--- config.mk ---
export PLATFORM = sky130hd
export DESIGN_NAME = bus_read_ctrl
export DESIGN_NICKNAME = d
export VERILOG_FILES = /design/src/rtl/bus_read_ctrl.sv
export SDC_FILE = /design/constraint.sdc
export NUM_CORES = 1
export LEC_CHECK = 0
export ABC_AREA = 1
export ABC_CLOCK_PERIOD_IN_PS = 1400
export CORE_MARGIN = 2
export CORE_UTILIZATION = 44
export CTS_CLUSTER_DIAMETER = 40
export DETAILED_ROUTE_END_ITERATION = 8
export GPL_TIMING_DRIVEN = 0
export HOLD_SLACK_MARGIN = 0.15
export PLACE_DENSITY = 0.79
export SKIP_CTS_REPAIR_TIMING = 1
export SLEW_MARGIN = 25
export SYNTH_ARGS = -nofsm -noshare
export SYNTH_HDL_FRONTEND = slang
export SYNTH_SLANG_ARGS = --single-unit
export TNS_END_PERCENT = 30
--- constraint.sdc ---
create_clock -name clk -period 1.4 [get_ports clk]
set_input_delay 0.28 -clock clk [delete_from_list [all_inputs] [get_ports clk]]
set_output_delay 0.28 -clock clk [all_outputs]
set_load 0.03 [all_outputs]
--- src/rtl/bus_read_ctrl.sv ---
// Master-side reader for the shared tristate data bus: address, strobe, wait for ack and settle,
// capture the resolved value and return it over a valid/ready response channel.
module bus_read_ctrl #(
    parameter int unsigned DW      = 8,
    parameter int unsigned AW      = 4,
    parameter int unsigned SETTLE  = 1,
    parameter int unsigned TIMEOUT = 15
) (
    input  logic          clk,
    input  logic          rst,
    input  logic          req_valid,
    output logic          req_ready,
    input  logic [AW-1:0] req_addr,
    output logic [AW-1:0] bus_addr,
    output logic          bus_rd,
    output logic          bus_drv_en,
    input  logic [DW-1:0] bus_data,
    input  logic          bus_ack,
    output logic          rsp_valid,
    input  logic          rsp_ready,
    output logic [DW-1:0] rsp_data,
    output logic          rsp_err,
    output logic          busy
);

    localparam logic [7:0] TimeoutLast = 8'(TIMEOUT);
    localparam logic [2:0] SettleLast  = 3'(SETTLE);

    typedef enum logic [2:0] {
        StIdle, StAddr, StStrobe, StSettle, StCapture, StResp, StTurn
    } state_e;

    state_e        state_q, state_d;
    logic [7:0]    to_cnt_q, to_cnt_d;
    logic [2:0]    st_cnt_q, st_cnt_d;
    logic          req_ready_q, req_ready_d;
    logic [AW-1:0] bus_addr_q, bus_addr_d;
    logic          bus_rd_q, bus_rd_d;
    logic          rsp_valid_q, rsp_valid_d;
    logic [DW-1:0] rsp_data_q, rsp_data_d;
    logic          rsp_err_q, rsp_err_d;
    logic          busy_q, busy_d;
    logic          bus_drv_en_q;

    always_comb begin
        state_d    = state_q;
        to_cnt_d   = to_cnt_q;
        st_cnt_d   = st_cnt_q;
        bus_addr_d = bus_addr_q;
        rsp_data_d = rsp_data_q;
        rsp_err_d  = rsp_err_q;

        unique case (state_q)
            StIdle: begin
                if (req_valid) begin
                    bus_addr_d = req_addr;
                    state_d    = StAddr;
                end
            end
            StAddr: begin
                to_cnt_d = '0;
                state_d  = StStrobe;
            end
            StStrobe: begin
                to_cnt_d = to_cnt_q + 8'd1;
                // Ack takes priority over a timeout reached in the same cycle.
                if (bus_ack) begin
                    st_cnt_d = '0;
                    state_d  = (SETTLE == 0) ? StCapture : StSettle;
                end else if (to_cnt_d == TimeoutLast) begin
                    rsp_err_d  = 1'b1;
                    rsp_data_d = '1;
                    state_d    = StResp;
                end
            end
            StSettle: begin
                st_cnt_d = st_cnt_q + 3'd1;
                if (st_cnt_d == SettleLast) begin
                    state_d = StCapture;
                end
            end
            StCapture: begin
                rsp_data_d = bus_data;
                rsp_err_d  = 1'b0;
                state_d    = StResp;
            end
            StResp: begin
                if (rsp_ready) begin
                    state_d = StTurn;
                end
            end
            StTurn: begin
                state_d = StIdle;
            end
            default: begin
                state_d = StIdle;
            end
        endcase

        // Outputs are decoded from the next state so they register in step with it.
        req_ready_d = (state_d == StIdle);
        bus_rd_d    = (state_d == StStrobe) || (state_d == StSettle);
        rsp_valid_d = (state_d == StResp);
        busy_d      = (state_d != StIdle);
    end

    always_ff @(posedge clk) begin
        if (rst) begin
            state_q      <= StIdle;
            to_cnt_q     <= '0;
            st_cnt_q     <= '0;
            req_ready_q  <= 1'b1;
            bus_addr_q   <= '0;
            bus_rd_q     <= 1'b0;
            rsp_valid_q  <= 1'b0;
            rsp_data_q   <= '0;
            rsp_err_q    <= 1'b0;
            busy_q       <= 1'b0;
            bus_drv_en_q <= 1'b0;
        end else begin
            state_q      <= state_d;
            to_cnt_q     <= to_cnt_d;
            st_cnt_q     <= st_cnt_d;
            req_ready_q  <= req_ready_d;
            bus_addr_q   <= bus_addr_d;
            bus_rd_q     <= bus_rd_d;
            rsp_valid_q  <= rsp_valid_d;
            rsp_data_q   <= rsp_data_d;
            rsp_err_q    <= rsp_err_d;
            busy_q       <= busy_d;
            bus_drv_en_q <= 1'b0;
        end
    end

    assign req_ready  = req_ready_q;
    assign bus_addr   = bus_addr_q;
    assign bus_rd     = bus_rd_q;
    assign bus_drv_en = bus_drv_en_q;
    assign rsp_valid  = rsp_valid_q;
    assign rsp_data   = rsp_data_q;
    assign rsp_err    = rsp_err_q;
    assign busy       = busy_q;

endmodule
==> flow_metrics.tcl, run 1 <==
set metrics [dict create \
    die_w_um 61.4 \
    clk_pin_slew_worst_paths_ns 0.10 \
    critPathRequiredTime_ns 1.60 \
    die_area_sq_um 3770 \
    synth_top_family_by_area "simple AND/OR/NAND/NOR gates" \
    cts_tree "built" \
    grt_overflow_total 0 \
    synth_top_cell_by_area "dfxtp_1" \
    synth.yosys.warnings 0 \
    dpl_cell_area_sq_um 1850 \
    violations "negative setup slack" \
    yosysUniqueCellTypes 26 \
    synth_seq_cells 31 \
    finalMaxSlewViolations 0 \
    routed_via_density 4.87 \
    route.detailed.drc 0 \
    grt_pass1_wl_um 4890 \
    grt_max_degree 11 \
    finalWorstSetupSlack_ns -0.289 \
    rr_worst_depth 11 \
    yosys.area_share.simple 0.281 \
    numPortBuffers 33 \
    synth.avg_cell_area_sq_um 7.07 \
    p_per_area_nw_per_um2 1050 \
    synth.yosys.seq_area_share 0.428 \
    synth-compound-area-share 0.144 \
    n_antenna_cell 0 \
    regArea_sq_um 629 \
    synth_mux_area_frac 0 \
    r2r_setup_slack_ns -0.29 \
    gp_congestion 0.859 \
    rsz0062_at_grt "yes" \
    critPathMaxStageDelay_ns 0.37 \
    ant_nets 0 \
    clock_latency_ns 0.33 \
    critical_path_buf_inv_count 1 \
    p_leak_uw 0.00112 \
    cp-endpoint "rsp_err" \
    first_iter_violations 107 \
    htreeDepth 2 \
    multi_input_area_sq_um 786 \
    r2r-start "to_cnt_q[0]" \
    p_int_uw 1470 \
    nNetsFinal 278 \
    fp.coreArea_sq_um 3100 \
    synth_top_cell_area_share 0.428 \
    synthCells 205 \
    grt_antenna_before_repair 0 \
    finClkSkew_ns 0.0109 \
    fin_hold_ws_ns 0.463 \
    initial_utilization 0.467 \
    dieHeight_um 61.4 \
    cts_root_buf "clkbuf_4" \
    p_total_uw 2230 \
    clock-sinks 31 \
    crit_chain "ha_4 > nand2_2 > inv_2 > nor2_2 > nand3_1 > nor2_2 > nand4_4 > nand2_4 > nand2_4 > nand2_1 > a21oi_1" \
    synth_fa_ha_area_frac 0.0345 \
    routedWlPerCell_um 12.0 \
    routed_wl_um 3620 \
    place_hpwl_um 2320 \
    status "complete, but fails checks" \
    clockPowerShare 0.239 \
    vdd_drop_max_uv 811 \
    critical_path.slowest_cell "dfxtp_4" \
    synthXorXnorAreaFrac 0.00604 \
    fmaxAchievable_ghz 0.592 \
    syn2layout_area_growth_pct 47.1 \
    grt_pass1_vias 1155 \
    path_depth 11 \
    yosys-top-cells-area "dfxtp_1 (43%), nand2_1 (11%), inv_1 (8.3%)" \
    cts_buffer_depth 2 \
    startpoint "to_cnt_q[0]" \
    stdcell_area_sq_um 2130 \
    drive_above_1_share 0.226 \
    power_frac_seq 0.452 \
    timing.critical_path.from_type "register" \
    syn-num-nets 226 \
    final.setup.tns_ns -3.53 \
    synth_area_sq_um 1450 \
    vias 1467 \
    fillers 257 \
    p_sw_frac 0.340 \
    hold_violations 0 \
    fin_crit_sh 1.21 \
    critPathArrivalTime_ns 1.89 \
    hold_class "register to register" \
    dp_slack_ns -0.352 \
    crit_type "register to register" \
    io_pins 35 \
    cts_made_buffers 5 \
    critPathCaptureType "register" \
    drtPass1Iterations 4 \
    rows 20 \
    setup_violations 16 \
    path_max_fanout 5 \
    max_cap_viol_count 0 \
    reg2reg_to "rsp_err" \
    crit_family "simple AND/OR/NAND/NOR gates" \
    power_frac_comb 0.309 \
    grtUsageTotal 0.180 \
    power.switching_uw 759 \
    min_period_ns 1.69 \
]
power by group through the flow:
stage          sequential, uW  combinational [uW]  clock, uW
3_3_place_gp             1030                 593          0
4_1_cts                  1010                 598        539
3_5_place_dp             1030                 594          0
5_1_grt                  1020                 741        581
6_report                 1010                 689        534
2_1_floorplan            1150                 261          0
logic make-up (layout without fill, tap and decap cells):
| kind of cell | count (synthesis) | count (layout) |
|---|---|---|
| xor+xnor | 1 | 1 |
| other cells | 1 | 1 |
| flops | 31 | 31 |
| simple gates | 90 | 91 |
| buf+inv | 39 | 90 |
| fa+ha+maj | 4 | 4 |
| compound gates | 39 | 39 |
flip-flops by register name, summed over array words and instances, names as in the netlist:
signal	flops
st_cnt_q	3
state_q	3
busy	1
bus_addr	4
bus_rd	1
rsp_valid	1
rsp_data	8
to_cnt_q	8
req_ready	1
rsp_err	1
synth_stat cells:
master	instances
dfxtp_1	31
xnor2_1	1
o2111ai_1	1
nand3_1	12
o21bai_1	1
nor3_4	1
nor3_2	1
a211oi_1	1
nand2_2	4
inv_1	32
a21oi_1	19
conb_1	1
nand4_1	1
a21o_1	1
clkbuf_1	3
o211ai_1	1
ha_1	4
or2_2	2
buf_4	1
inv_2	3
nand4_2	1
o21ai_0	14
nor2_1	21
nand2_1	43
o21ai_1	1
nor2_2	4
layout make-up:
cell class | instances | area share
multi-input cells | 136 | 0.368
clock inverters | 1 | 0.00235
repair buffers | 44 | 0.213
inverters | 35 | 0.0616
well taps | 44 | 0.0258
flip-flops and latches | 31 | 0.295
clock buffers | 6 | 0.0240
plain buffers | 4 | 0.00938
metrics by stage:
step | utilization | cells
3_5_place_dp | 0.596 | 282
3_3_place_gp | 0.596 | 282
4_1_cts | 0.615 | 289
5_1_grt | 0.688 | 301
2_1_floorplan | - | 205
6_report | 0.688 | 301
metal layers:
layer / track usage / share of wire / vias up
met5: 0 / 0 / -
met2: 0.290 / 0.50 / 31
met1: 0.226 / 0.45 / 682
met3: 0.0462 / 0.033 / 8
met4: 0.0821 / 0.017 / 0
li1: - / - / 746
how the worst min path moves through the flow:
stage                startpoint           to  depth (start not counted)
floorplan                   rst  st_cnt_q[0]                          1
global placement    rsp_data[2]  rsp_data[2]                          2
detailed placement  rsp_data[7]  rsp_data[7]                          2
CTS                 rsp_data[7]  rsp_data[7]                          2
global route        rsp_data[7]  rsp_data[7]                          2
finish              rsp_data[7]  rsp_data[7]                          2
placed cells by master, fill, tap and decap left out, types with 2 or more instances in the layout:
| cell type | n |
|---|---|
| a21oi_1 | 12 |
| a21oi_2 | 7 |
| buf_4 | 12 |
| clkbuf_1 | 2 |
| clkbuf_4 | 5 |
| clkdlybuf4s50_1 | 16 |
| dfxtp_1 | 28 |
| dfxtp_4 | 2 |
| dlymetal6s2s_1 | 17 |
| ha_1 | 3 |
| inv_1 | 29 |
| inv_2 | 6 |
| nand2_1 | 40 |
| nand2_2 | 5 |
| nand2_4 | 3 |
| nand3_1 | 9 |
| nand3_2 | 2 |
| nor2_1 | 20 |
| nor2_2 | 4 |
| o21ai_0 | 14 |
| or2_2 | 2 |
worst register-to-register path, delay by kind of cell (launching register included):
kind | cells | cell delay (ns)
DFF | 1 | 0.37
buffers and inverters | 1 | 0.04
and+or+nand+nor | 8 | 0.92
adders and majority gates | 1 | 0.18
AOI/OAI and AO/OA | 1 | 0.06
(Power assumes the default switching activity.)
==> run 2: changes to the inputs <==
Settings changed: ABC_AREA 1 to not set, CORE_UTILIZATION 44 to 45, SKIP_LAST_GASP set to 1.
==> flow_metrics.tcl, run 2 <==
set metrics [dict create \
    numPortBuffers 32 \
    vias 1565 \
    route.detailed.drc 0 \
    syn2layout_area_growth_pct 41.3 \
    status "complete, but fails checks" \
    io_pins 35 \
    r2r-start "to_cnt_q[1]" \
    regArea_sq_um 636 \
    synth_top_cell_by_area "dfxtp_1" \
    hold_violations 0 \
    critPathArrivalTime_ns 2.16 \
    gp_congestion 0.813 \
    tightest_slew_ns 0.652 \
    ant_nets 0 \
    drtPass1Iterations 4 \
    finalWorstSetupSlack_ns -0.502 \
    stdcell_area_sq_um 2230 \
    initial_utilization 0.470 \
    synth.avg_cell_area_sq_um 8.10 \
    placedCellCount 273 \
    setup_violations 42 \
    vdd_drop_max_uv 538 \
    final_util 0.664 \
    rows 21 \
    yosysUniqueCellTypes 42 \
    htreeDepth 2 \
    final_common_cell "clkdlybuf4s50_1" \
    yosys-top-cells-area "dfxtp_1 (39%), nor2_1 (6.9%), a211oi_2 (5.5%)" \
    grt_max_degree 11 \
    synth_commonest_cells "dfxtp_1 (31), nor2_1 (29), nand2_1 (21)" \
    hold_class "input port to register" \
    synth.yosys.seq_area_share 0.393 \
    synth_flop_cell "dfxtp_1" \
    slew_headroom 0.566 \
    final_cells 285 \
    die_w_um 63.3 \
    n_antenna_cell 0 \
    crit_type "register to register" \
    finalMaxSlewViolations 0 \
    grt_pass1_wl_um 6460 \
    p_total_uw 1850 \
    min_period_ns 1.90 \
    drive_above_1_share 0.222 \
    max_cap_viol_count 0 \
    syn-num-nets 216 \
    layout_common_cells "clkdlybuf4s50_1 (32), nor2_1 (27), dfxtp_1 (25), nand2_1 (20), a21oi_1 (15)" \
    critPathRequiredTime_ns 1.66 \
    r2r_setup_slack_ns -0.50 \
    rsz0062_at_grt "yes" \
    reg2reg_to "rsp_data[2]" \
    grt_antenna_before_repair 0 \
    cts_buffer_depth 2 \
    finClkSkew_ns 0.0111 \
    violations "negative setup slack" \
    worstHoldStart "rst" \
    min_path_cells 2 \
    p_per_area_nw_per_um2 826 \
    place_hpwl_um 2700 \
    grt_pass1_vias 1426 \
    clock_latency_ns 0.33 \
    routed_via_density 5.49 \
    dpl_cell_area_sq_um 2000 \
    grt_overflow_total 0 \
    yosysMostFrequentCell "dfxtp_1" \
    critPathCaptureType "register" \
    synthCells 195 \
    synth_edf_count 0 \
    synth.yosys.warnings 0 \
    nNetsFinal 259 \
    routed_wl_um 4120 \
    clk_pin_slew_worst_paths_ns 0.09 \
    timing.critical_path.from_type "register" \
    cts_root_buf "clkbuf_4" \
    fin_crit_sh 1.36 \
    fin_hold_ws_ns 0.376 \
    fp.coreArea_sq_um 3360 \
    p_leak_uw 0.000767 \
    routedWlPerCell_um 14.5 \
    fillers 295 \
    synth_area_sq_um 1580 \
    die_area_sq_um 4000 \
    grtUsageTotal 0.203 \
    path_max_fanout 5 \
    async_flop_share 0 \
    synth_top_cell_area_share 0.393 \
    first_iter_violations 98 \
    fmaxAchievable_ghz 0.526 \
    clock-sinks 31 \
    dieHeight_um 63.3 \
    multi_input_area_sq_um 1030 \
    synth_seq_cells 31 \
    cts_made_buffers 5 \
    rr_worst_depth 7 \
    cts_tree "built" \
    holdPathEnd "rsp_data[0]" \
]
[run 2: cell count changes after synthesis, sizes merged, moves of 3 or more]
| cell | previous run | this run |
|---|---|---|
| inv | 35 | 6 |
| nand2 | 47 | 21 |
| nand3 | 12 | 3 |
| a211oi | 1 | 9 |
| clkbuf | 3 | 10 |
| mux2i | 0 | 5 |
| nand2b | 0 | 5 |
| buf | 1 | 5 |
| nor2 | 25 | 29 |
| o21ai | 15 | 11 |
| a22oi | 0 | 3 |
| a31oi | 0 | 3 |
[run 2: kinds of logic after synthesis]
logic type	synth area share
and+or+nand+nor	0.214
AOI/OAI and AO/OA	0.251
DFF	0.393
buffers and inverters	0.0602
muxes	0.0317
adders and majority gates	0.0317
xor gates and xnor gates	0.0166
other	0.00237
[run 2: power by group]
group	switching [uW]	internal, uW	total [uW]
registers	31.1	915	946
logic	224	176	399
clock network	304	196	500
total	559	1290	1850
[run 2: layout make-up]
type,instances,area share
Clock buffer,7,0.0202
Clock inverter,1,0.00224
Sequential cell,31,0.285
Tap cell,46,0.0258
Multi-Input combinational cell,143,0.461
Timing Repair Buffer,39,0.169
Buffer,12,0.0263
Inverter,6,0.0112
[run 2: worst max-delay path: stages (launching register included)]
cell	delay [ns]
dfxtp_4	0.40
ha_4	0.19
xor2_2	0.16
nand2_2	0.09
nor4b_4	0.31
nand4b_1	0.26
buf_6	0.22
a211oi_2	0.20
[run 2: how the worst max path moves through the flow]
stage	endpoint	slack, ns	start	cells after the start
floorplan	rsp_data[0]	-0.23	to_cnt_q[2]	7
global placement	rsp_data[5]	-0.44	to_cnt_q[0]	7
detailed placement	rsp_data[2]	-0.47	to_cnt_q[0]	7
CTS	rsp_data[2]	-0.48	to_cnt_q[0]	7
global route	rsp_data[3]	-0.57	to_cnt_q[1]	7
finish	rsp_data[2]	-0.50	to_cnt_q[1]	7
[run 2: through the flow]
step                setup TNS [ns]  setup slack, ns
global placement             -8.17           -0.436
global route                -13.30           -0.568
CTS                         -13.01           -0.484
floorplan                    -2.36           -0.225
detailed placement           -8.68           -0.470
finish                      -10.27           -0.502
[run 2: routing by layer]
| metal | vias to the layer above | track usage | routed length, um | share of wire |
|---|---|---|---|---|
| met1 | 732 | 0.246 | 1710 | 0.42 |
| li1 | 767 | - | - | - |
| met5 | - | 0 | 0 | 0 |
| met3 | 7 | 0.0554 | 250 | 0.061 |
| met4 | 0 | 0.0652 | 67 | 0.016 |
| met2 | 59 | 0.350 | 2090 | 0.51 |
